## src/rtl/drum_trigger_pio.sv

```systemverilog
`default_nettype none
// ============================================================================
// Module   : drum_trigger_pio
// Purpose  : Avalon-MM input PIO for drum-pad triggers: per-channel sync,
//            programmable debounce, rise/fall edge capture with W1C and IRQ.
// Revision : 1.0 - initial release
// ============================================================================
module drum_trigger_pio #(
  parameter int WIDTH          = 8,
  parameter int CNT_W          = 16,
  parameter int DEBOUNCE_RESET = 50000
) (
  input  logic             clk,
  input  logic             reset,
  input  logic [2:0]       address,
  input  logic             chipselect,
  input  logic             write_n,
  input  logic [31:0]      writedata,
  input  logic [WIDTH-1:0] in_port,
  output logic [31:0]      readdata,
  output logic             irq
);

  localparam logic [2:0] c_ADDR_DATA  = 3'd0;
  localparam logic [2:0] c_ADDR_RISE  = 3'd1;
  localparam logic [2:0] c_ADDR_MASK  = 3'd2;
  localparam logic [2:0] c_ADDR_EDGE  = 3'd3;
  localparam logic [2:0] c_ADDR_FALL  = 3'd4;
  localparam logic [2:0] c_ADDR_LIMIT = 3'd5;

  logic [WIDTH-1:0] r_sync1;
  logic [WIDTH-1:0] r_sync2;
  logic [WIDTH-1:0] r_deb;
  logic [WIDTH-1:0] r_rise_en;
  logic [WIDTH-1:0] r_fall_en;
  logic [WIDTH-1:0] r_irq_mask;
  logic [WIDTH-1:0] r_edge_cap;
  logic [CNT_W-1:0] r_limit;

  logic             w_wr;
  logic [WIDTH-1:0] w_wdata;
  logic [WIDTH-1:0] w_deb_next;
  logic [WIDTH-1:0] w_set;
  logic [WIDTH-1:0] w_clr;
  logic [31:0]      w_rd_mux;
  logic             w_unused_wdata;

  assign w_wr           = chipselect & ~write_n;
  assign w_wdata        = writedata[WIDTH-1:0];
  assign w_unused_wdata = ^writedata;

  always_ff @(posedge clk or posedge reset) begin
    if (reset) begin
      r_sync1 <= '0;
      r_sync2 <= '0;
    end else begin
      r_sync1 <= in_port;
      r_sync2 <= r_sync1;
    end
  end

  // Counter restarts whenever sync matches deb, so only an uninterrupted
  // run of L+1 differing samples can move the debounced level.
  for (genvar gi = 0; gi < WIDTH; gi++) begin : g_chan
    logic [CNT_W-1:0] r_cnt;
    logic             w_diff;
    logic             w_hit;

    assign w_diff         = r_sync2[gi] ^ r_deb[gi];
    assign w_hit          = w_diff & (r_cnt >= r_limit);
    assign w_deb_next[gi] = w_hit ? r_sync2[gi] : r_deb[gi];

    always_ff @(posedge clk or posedge reset) begin
      if (reset) begin
        r_cnt <= '0;
      end else if (!w_diff || w_hit) begin
        r_cnt <= '0;
      end else begin
        r_cnt <= r_cnt + CNT_W'(1);
      end
    end
  end

  assign w_set = (~r_deb & w_deb_next & r_rise_en) | (r_deb & ~w_deb_next & r_fall_en);
  assign w_clr = (w_wr && address == c_ADDR_EDGE) ? w_wdata : '0;

  always_ff @(posedge clk or posedge reset) begin
    if (reset) begin
      r_deb      <= '0;
      r_edge_cap <= '0;
    end else begin
      r_deb      <= w_deb_next;
      r_edge_cap <= (r_edge_cap & ~w_clr) | w_set;
    end
  end

  always_ff @(posedge clk or posedge reset) begin
    if (reset) begin
      r_rise_en  <= '0;
      r_fall_en  <= '0;
      r_irq_mask <= '0;
      r_limit    <= CNT_W'(DEBOUNCE_RESET);
    end else if (w_wr) begin
      case (address)
        c_ADDR_RISE:  r_rise_en  <= w_wdata;
        c_ADDR_MASK:  r_irq_mask <= w_wdata;
        c_ADDR_FALL:  r_fall_en  <= w_wdata;
        c_ADDR_LIMIT: r_limit    <= writedata[CNT_W-1:0];
        default: ;
      endcase
    end
  end

  always_comb begin
    w_rd_mux = '0;
    case (address)
      c_ADDR_DATA:  w_rd_mux = 32'(r_deb);
      c_ADDR_RISE:  w_rd_mux = 32'(r_rise_en);
      c_ADDR_MASK:  w_rd_mux = 32'(r_irq_mask);
      c_ADDR_EDGE:  w_rd_mux = 32'(r_edge_cap);
      c_ADDR_FALL:  w_rd_mux = 32'(r_fall_en);
      c_ADDR_LIMIT: w_rd_mux = 32'(r_limit);
      default:      w_rd_mux = '0;
    endcase
  end

  always_ff @(posedge clk or posedge reset) begin
    if (reset) begin
      readdata <= '0;
    end else begin
      readdata <= w_rd_mux;
    end
  end

  assign irq = |(r_edge_cap & r_irq_mask);

endmodule
`default_nettype wire

```

## config.mk

```make
export PLATFORM = sky130hd
export DESIGN_NAME = drum_trigger_pio
export DESIGN_NICKNAME = d
export VERILOG_FILES = /design/src/rtl/drum_trigger_pio.sv
export SDC_FILE = /design/constraint.sdc
export NUM_CORES = 1
export LEC_CHECK = 0
export CAP_MARGIN = 20
export CORE_ASPECT_RATIO = 1.1
export CORE_MARGIN = 5
export CORE_UTILIZATION = 60
export CTS_CLUSTER_DIAMETER = 80
export CTS_CLUSTER_SIZE = 10
export DETAILED_ROUTE_END_ITERATION = 6
export PLACE_DENSITY_LB_ADDON = 0.12
export RECOVER_POWER = 100
export SYNTH_ARGS = -nofsm -noshare
export SYNTH_HDL_FRONTEND = slang
export SYNTH_SLANG_ARGS = --single-unit
```

## constraint.sdc

```tcl
create_clock -name clk -period 8.2 [get_ports clk]
set_clock_uncertainty 0.05 [all_clocks]
set_input_delay 1.64 -clock clk [delete_from_list [all_inputs] [get_ports clk]]
set_output_delay 1.64 -clock clk [all_outputs]
set_load 0.03 [all_outputs]
```

==> flow_metrics.py, run 1 <==
metrics = {
    "pwr": {
        "power_frac_seq_pct": 43.9,
        "irDropWorstVdd_mv": 0.173,
        "p_int_uw": 1920,
        "finalPower_uw": 2730,
        "power_density_nw_per_um2": 201,
        "p_sw_share_pct": 29.8,
        "pwr-share-clk_pct": 37.3,
        "cellLeakagePower_uw": 0.00645,
        "p_sw_uw": 815,
        "pwr-share-comb_pct": 18.8,
    },
    "global_routing": {
        "met3_usage_pct": 3.55,
        "grt_pass1_vias": 9049,
        "grt-ovfl-total": 0,
        "busiest_layer": "met2",
        "use_met2_pct": 40.3,
        "grt_usage_pct": 24.9,
        "grt_max_degree": 119,
        "grt_pass1_wl_um": 47500,
        "antenna_found_initial": 0,
        "met1_usage_pct": 35.2,
    },
    "logic_synthesis": {
        "yosysTopAreaCellShare_pct": 42.8,
        "syn-cell-area_um2": 12300,
        "yosys_warnings": 0,
        "synth_edf_count": 0,
        "synthDistinctLibCells": 57,
        "synth_top_flop_cell": "dfrtp_1",
        "ys_top_cells_by_area": "dfrtp_1, ha_1, xor2_1, nor2_1, mux2_2",
        "syn_area_per_cell_um2": 10.1,
        "ys_seq_area_share_pct": 44.1,
        "synthCells": 1215,
        "ys_async_sr_fraction_pct": 100,
        "synth_top_cell_by_area": "dfrtp_1",
        "ys_ff_latch": 216,
    },
    "layout": {
        "final_net_count": 1455,
        "antennaDiodeCount": 0,
        "nFillCells": 1669,
        "utilization_pct": 66.9,
        "layout-drive-gt1-share_pct": 5.66,
        "fin_cells": 1545,
        "syn_to_final_growth_pct": 10.9,
    },
    "placement": {
        "place.port_buffers": 47,
        "gp_congestion": 0.805,
        "numPlacedInstances": 1501,
        "post-place-ws_ns": 3.99,
        "dp_hpwl_um": 19100,
    },
    "floorplan": {
        "die_w_um": 146,
        "row_count": 55,
        "initial_utilization_pct": 60.3,
        "die_area_um2": 23400,
        "die_y_um": 160,
        "io-pin-count": 80,
        "core_area_um2": 20400,
    },
    "clock_network": {
        "clk_pin_slew_ns": 0.06,
        "h-tree-depth": 1,
        "clk_latency_ns": 0.53,
        "post_cts_buffers": 0,
        "cts_buffers": 25,
        "cts_sinks": 216,
        "cts_root_buf": "clkbuf_16",
        "cts_tree": "built",
        "postCtsHoldBufs": 0,
        "cts_resized": 0,
        "clockBufferDepth": 3,
    },
    "detailed_routing": {
        "totalWireLength_um": 28400,
        "via_per_inst": 5.87,
        "drt_iter0_markers": 455,
        "wl_per_cell_um": 18.4,
        "drt_pre_antenna_iters": 5,
        "drc": 0,
        "via_count": 9064,
        "postRouteAntennaNets": 0,
    },
    "sta": {
        "finalSetupTns_ns": 0,
        "maxSlewViolCount": 111,
        "rsz0062_at_grt": "no",
        "slew_headroom_pct": -83.7,
        "max_slew.worst_pin.slew_ns": 2.75,
        "fin_ws_ns": 3.28,
        "setup_viol": 0,
        "finalCritPeriodShare_pct": 60.0,
        "fmax_mhz": 203,
        "post-route-min-period_ns": 4.92,
        "finalHoldViolCount": 0,
    },
    "setup_path": {
        "arrival_ns": 4.90,
        "start_kind": "input port",
        "critical_path_class": "in -> async",
        "crit_path_end_kind": "async pin",
        "path_max_fanout": 118,
        "required_ns": 8.18,
    },
    "status": {
        "status": "finished, violations left",
        "violations": "capacitance limit, slew limit",
    },
    "run": {
        "maxCapViolCount": 3,
    },
    "worst_hold_path": {
        "hp-class": "reg -> reg",
    },
}
[critical path: stages]
cell           delay, ns
dlygate4sd3_1       0.61
inv_8               0.59
clkbuf_1            2.01
[cell usage in the layout (no fill, tap or decap), types with 9 or more instances in the layout]
cell,netlist,routed
clkdlybuf4s50_1,0,19
nor2_1,168,168
o21ai_0,35,35
a22oi_1,9,9
clkbuf_16,0,25
dlygate4sd3_1,0,28
xnor2_1,44,44
clkbuf_1,9,21
nor3_1,31,32
ha_1,136,136
nand3b_1,13,13
nand2b_1,10,10
dfrtp_1,210,210
xor2_1,76,76
nand4_1,28,33
nand3_1,74,74
and3_1,27,28
conb_1,1,16
inv_1,49,48
nand2_1,87,87
mux2_2,35,34
a21oi_1,37,37
[worst paths after layout]
kind	start	endpoint	slack (ns)	depth (start not counted)
min reg2reg	r_sync1[2]	r_sync2[2]	0.30	0
max	reset	g_chan[1].r_cnt[6]	3.28	3
min	r_sync1[2]	r_sync2[2]	0.30	0
min in group asynchronous	reset	g_chan[7].r_cnt[13]	1.75	2
max reg2reg	r_limit[13]	g_chan[6].r_cnt[14]	5.15	7
max in group clk	address[0]	r_limit[1]	3.53	6
[synthesized netlist by cell type (4+ instances only)]
| master | count |
|---|---|
| nor2_1 | 168 |
| inv_1 | 49 |
| nor3_1 | 31 |
| and4_1 | 6 |
| a22oi_1 | 9 |
| nor2b_1 | 4 |
| nand2_1 | 87 |
| mux2_2 | 35 |
| xnor2_1 | 44 |
| o21ai_0 | 35 |
| and3_1 | 27 |
| nand4_2 | 5 |
| a21oi_1 | 37 |
| a211oi_1 | 8 |
| a31oi_1 | 7 |
| nand3b_1 | 13 |
| buf_2 | 9 |
| a2111oi_0 | 5 |
| nand4_1 | 28 |
| a2111o_1 | 4 |
| xor2_1 | 76 |
| a22o_1 | 6 |
| clkbuf_1 | 9 |
| a21o_1 | 6 |
| buf_4 | 16 |
| ha_1 | 136 |
| dfrtp_1 | 210 |
| nand3_1 | 74 |
| mux2i_1 | 8 |
| nand2b_1 | 10 |
| dfstp_2 | 6 |
| o22ai_1 | 4 |
[logic make-up after synthesis]
kind of cell             Yosys count  synth area share (%)
AND/OR/NAND/NOR                  471                  18.5
AO/OA/AOI/OAI                    138                  7.21
multiplexers                      47                  4.53
buffers and inverters             86                  3.21
other                              1                0.0305
adder cells (fa/ha/maj)          136                  13.9
XOR/XNOR                         120                  8.56
flip-flops                       216                  44.1
[final cells by class]
class                   instances  area [µm²]  area share (%)
inverters                      49         191            1.40
clock inverters                 2        38.8           0.285
flip-flops and latches        216        5410            39.7
repair buffers                 52         493            3.62
clock buffers                  42         689            5.06
well taps                     256         320            2.35
multi-input cells             928        6480            47.6
[metal layers]
metal / vias to the layer above / wire length, µm
li1: 4359 / -
met1: 4431 / 12800
met2: 221 / 13400
met3: 53 / 1330
met4: 0 / 872
met5: - / 0
[state kept, by name, summed over array words and instances (netlist names)]
register,count
readdata,16
r_rise_en,8
r_limit,16
r_irq_mask,8
r_edge_cap,8
r_sync2,8
r_sync1,8
r_deb,8
g_chan.r_cnt,128
r_fall_en,8
[power groups by stage]
stage	registers, µW	logic, µW	clock network (µW)
floorplan	1210	330	0
CTS	1200	524	1050
global placement	1210	499	0
global route	1210	577	1090
finish	1200	513	1020
detailed placement	1220	519	0
[through the flow]
| step | hold WS (ns) | instance area [µm²] |
|---|---|---|
| 5_1_grt | 0.306 | 13600 |
| 6_report | 0.299 | 13600 |
| 2_1_floorplan | 0.281 | 12300 |
| 3_5_place_dp | 0.286 | 13000 |
| 3_3_place_gp | 0.282 | 13000 |
| 4_1_cts | 0.299 | 13700 |
(Power assumes the default switching activity.)
==> inputs of run 2 (changes only) <==
clock period = 4.6 ns   (was 8.2 ns; I/O delays follow)
==> run 2 against run 1 <==
- the run now ends clean
- flip-flop and latch count is the same
- critical path depth rose by 2
- die area unchanged
- critical path type is now in -> reg
- highest routed layer unchanged
==> flow_metrics.py, run 2 (synthesis results as in run 1) <==
metrics = {
    "clock_network": {
        "cts_root_buf": "clkbuf_16",
        "cts_tree": "built",
        "h-tree-depth": 1,
        "postCtsHoldBufs": 0,
        "cts_resized": 0,
        "post_cts_buffers": 0,
        "clockBufferDepth": 3,
        "cts_sinks": 216,
        "clk_pin_slew_ns": 0.05,
        "cts_buffers": 25,
        "clk_latency_ns": 0.52,
    },
    "floorplan": {
        "row_count": 55,
        "die_w_um": 146,
        "initial_utilization_pct": 60.3,
        "die_y_um": 160,
        "io-pin-count": 80,
        "core_area_um2": 20400,
        "die_area_um2": 23400,
    },
    "setup_path": {
        "path_max_fanout": 20,
        "arrival_ns": 3.82,
        "crit_path_end_kind": "flop",
        "required_ns": 4.95,
        "start_kind": "input port",
        "critical_path_class": "in -> reg",
    },
    "global_routing": {
        "grt_usage_pct": 24.5,
        "grt_max_degree": 165,
        "antenna_found_initial": 0,
        "grt-ovfl-total": 0,
        "grt_pass1_vias": 9005,
        "grt_pass1_wl_um": 46600,
    },
    "layout": {
        "antennaDiodeCount": 0,
        "final_cell_mix": "dfrtp_1, nor2_1, ha_1",
        "multi_input_area_um2": 6490,
        "utilization_pct": 67.0,
        "fin_cells": 1543,
        "reg.largest.list": "g_chan.r_cnt (128), r_limit (16), readdata (16)",
        "layout-drive-gt1-share_pct": 6.22,
        "largest_reg_flops": 128,
        "syn_to_final_growth_pct": 11.1,
        "final_net_count": 1456,
        "layout_commonest_cell": "dfrtp_1",
        "seq_area_um2": 5410,
        "nFillCells": 1613,
        "top_register": "g_chan.r_cnt",
    },
    "pwr": {
        "power_density_nw_per_um2": 356,
        "irDropWorstVdd_mv": 0.280,
        "cellLeakagePower_uw": 0.00646,
        "finalPower_uw": 4860,
    },
    "placement": {
        "place.port_buffers": 47,
        "gp_congestion": 0.845,
        "numPlacedInstances": 1502,
        "dp_hpwl_um": 19000,
    },
    "sta": {
        "rsz0062_at_grt": "no",
        "finalCritPeriodShare_pct": 75.6,
        "fmax_mhz": 288,
        "slew_headroom_pct": 5.15,
        "maxSlewViolCount": 0,
        "post-route-min-period_ns": 3.48,
        "setup_viol": 0,
        "finalHoldViolCount": 0,
        "finalSetupTns_ns": 0,
        "max_slew.worst_pin.slew_ns": 1.41,
    },
    "status": {
        "status": "finished clean",
    },
    "detailed_routing": {
        "drc": 0,
        "via_per_inst": 5.83,
        "drt_iter0_markers": 482,
        "totalWireLength_um": 28300,
        "wl_per_cell_um": 18.4,
        "via_count": 8998,
        "drt_pre_antenna_iters": 5,
        "postRouteAntennaNets": 0,
    },
    "worst_hold_path": {
        "hp-class": "reg -> reg",
    },
    "run": {
        "maxCapViolCount": 0,
    },
}
==> run 2: final cells by class <==
type / count / area share (%)
clock buffer: 40 / 5.00
multi-input combinational: 928 / 47.6
sequential: 216 / 39.7
timing repair buffer: 53 / 3.84
clock inverter: 1 / 0.220
inverter: 49 / 1.36
tap: 256 / 2.35
==> run 2: through the flow <==
stage                     hold WS, ns  area [µm²]  setup WS, ns
after floorplan                 0.281       12300         0.823
after global placement          0.283       13000          1.40
after detailed placement        0.287       13000          1.37
after CTS                       0.299       13700          1.59
after global routing            0.313       13600         0.969
final                           0.298       13600          1.12
==> run 2: worst paths after layout <==
| kind | from | to | slack, ns | cells past startpoint |
|---|---|---|---|---|
| setup / recovery | address[0] | r_rise_en[3] | 1.12 | 5 |
| hold / removal | r_sync1[4] | r_sync2[4] | 0.30 | 0 |
| max in group asynchronous | reset | g_chan[6].r_cnt[2] | 2.33 | 3 |
| min in group asynchronous | reset | g_chan[7].r_cnt[0] | 0.91 | 2 |
| setup reg to reg | r_limit[13] | g_chan[7].r_cnt[14] | 1.57 | 7 |
| hold reg to reg | r_sync1[4] | r_sync2[4] | 0.30 | 0 |
==> run 2: power breakdown <==
group | internal (µW) | switching (µW) | total [µW]
clock | 1060 | 745 | 1800
combinational | 324 | 596 | 920
sequential | 2030 | 106 | 2140
total | 3410 | 1450 | 4860
==> run 2: routing by layer <==
metal | part of all wire, % | up-vias | wire length [µm] | global-route usage (%)
li1 | - | 4356 | - | -
met1 | 46 | 4376 | 12900 | 34.6
met2 | 45 | 208 | 12800 | 38.4
met3 | 5.5 | 58 | 1560 | 4.34
met4 | 3.6 | 0 | 1020 | 8.77
met5 | 0 | - | 0 | 0
==> run 2: critical path, stage by stage <==
cell and delay (ns):
dlygate4sd3_1 0.52, clkbuf_1 0.83, inv_1 0.33, or4_1 0.85, mux2_2 0.37
==> inputs of run 3 (changes only) <==
clock period = 3.2 ns   (was 4.6 ns; I/O delays follow)
==> run 3 against run 2 <==
- die area unchanged
- cell count grew 1.4%
- first-iteration DRC count rose by 46%
- sequential power up 43%
- combinational power grew 49%
- total power increased by 45%
- sequential share of layout area down 0.44 points
- critical path depth grew 2
- worst setup slack worse by 0.79 ns
- largest cell class unchanged
==> flow_metrics.py, run 3 (synthesis results as in run 1) <==
metrics = {
    "pwr": {
        "p_int_uw": 4960,
        "irDropWorstVdd_mv": 0.408,
        "power_frac_seq_pct": 43.6,
        "power_density_nw_per_um2": 511,
        "p_sw_share_pct": 29.6,
        "cellLeakagePower_uw": 0.00653,
        "p_sw_uw": 2090,
        "pwr-share-comb_pct": 19.4,
        "pwr-share-clk_pct": 37.0,
    },
    "floorplan": {
        "die_w_um": 146,
        "row_count": 55,
        "core_area_um2": 20400,
        "die_area_um2": 23400,
        "die_y_um": 160,
        "io-pin-count": 80,
        "initial_utilization_pct": 60.3,
    },
    "clock_network": {
        "clockBufferDepth": 3,
        "clk_pin_slew_ns": 0.06,
        "cts_resized": 0,
        "post_cts_buffers": 0,
        "cts_root_buf": "clkbuf_16",
        "postCtsHoldBufs": 0,
        "h-tree-depth": 1,
        "cts_sinks": 216,
        "cts_tree": "built",
        "clk_latency_ns": 0.51,
        "cts_buffers": 25,
    },
    "layout": {
        "layout-drive-gt1-share_pct": 7.19,
        "reg.largest.list": "g_chan.r_cnt (128), r_limit (16), readdata (16)",
        "top_register": "g_chan.r_cnt",
        "final_cell_mix": "dfrtp_1, nor2_1, ha_1",
        "fin_area_um2": 13800,
        "largest_reg_flops": 128,
        "syn_to_final_growth_pct": 12.3,
        "layout_commonest_cell": "dfrtp_1",
        "antennaDiodeCount": 0,
        "final_net_count": 1473,
    },
    "global_routing": {
        "grt_pass1_wl_um": 46800,
        "grt-ovfl-total": 0,
        "antenna_found_initial": 0,
        "grt_max_degree": 92,
        "grt_usage_pct": 24.7,
        "grt_pass1_vias": 9055,
    },
    "sta": {
        "maxSlewViolCount": 0,
        "post-route-min-period_ns": 2.86,
        "fin_ws_ns": 0.337,
        "max_slew.worst_pin.slew_ns": 1.26,
        "fmax_mhz": 349,
        "finalHoldViolCount": 0,
        "slew_headroom_pct": 16.1,
        "finalCritPeriodShare_pct": 89.5,
        "setup_viol": 0,
        "rsz0062_at_grt": "no",
    },
    "placement": {
        "post-place-ws_ns": 0.372,
        "dp_hpwl_um": 19700,
        "gp_congestion": 0.874,
        "place.port_buffers": 47,
        "post_dp_cell_area_um2": 13100,
    },
    "detailed_routing": {
        "totalWireLength_um": 28700,
        "drt_iter0_markers": 704,
        "wl_met2_um": 13600,
        "top_layer": "met4",
        "via_per_inst": 5.82,
        "wl_met1_um": 12700,
        "wl_per_cell_um": 18.3,
        "drt_pre_antenna_iters": 5,
        "dr_wl_met3_um": 1740,
        "via_count": 9096,
        "postRouteAntennaNets": 0,
        "drc": 0,
    },
    "setup_path": {
        "required_ns": 3.55,
        "arrival_ns": 3.21,
        "crit_path_end_kind": "flop",
        "start_kind": "flop",
        "path_max_fanout": 10,
        "critical_path_class": "reg -> reg",
    },
    "run": {
        "maxCapViolCount": 0,
    },
    "worst_hold_path": {
        "hp-class": "reg -> reg",
    },
    "status": {
        "status": "finished clean",
    },
}
==> run 3: cell type report <==
type	count	area, µm²
clock inverters	1	30.0
repair buffers	70	631
clock buffers	44	697
fillers	1609	6580
inverters	49	185
well taps	256	320
multi-input cells	928	6520
flip-flops and latches	216	5410
==> run 3: metal layers <==
layer	vias to the layer above	global-route usage, %
met4	0	6.84
met1	4429	33.7
met2	221	40.8
met3	47	4.40
met5	-	0
li1	4399	-
==> run 3: path summary, 6_finish.rpt <==
path,slack (ns),to,cells after the start,startpoint
max,0.34,r_deb[5],7,r_limit[9]
max in group asynchronous,0.60,g_chan[0].r_cnt[11],3,reset
max reg2reg,0.34,r_deb[5],7,r_limit[9]
min in group asynchronous,0.71,g_chan[7].r_cnt[1],2,reset
min,0.30,r_sync2[4],0,r_sync1[4]
min reg2reg,0.30,r_sync2[4],0,r_sync1[4]
==> run 3: metrics by stage <==
stage / total power, µW / std cells / utilization, % / hold slack, ns / TNS, ns
global route: 7440 / 1564 / 67.7 / 0.319 / 0
CTS: 7140 / 1564 / 68.0 / 0.300 / 0
finish: 7050 / 1564 / 67.7 / 0.300 / 0
global placement: 4440 / 1519 / 64.4 / 0.283 / 0
detailed placement: 4510 / 1519 / 64.4 / 0.287 / 0
floorplan: 3950 / 1230 / - / 0.281 / -62.42
==> run 3: worst max-delay path: stages (launching register included) <==
cell	delay (ns)
dfstp_2	0.51
inv_1	0.34
ha_1	0.48
nand4_1	0.15
nor3_1	0.18
or4b_1	0.51
and3_1	0.23
mux2_4	0.30
==> run 3: power by group through the flow <==
stage	Sequential, µW	Combinational (µW)	Clock, µW
after floorplan	3110	847	0
after global placement	3110	1330	0
after detailed placement	3120	1390	0
after CTS	3070	1410	2670
after global routing	3100	1540	2800
final	3070	1370	2610
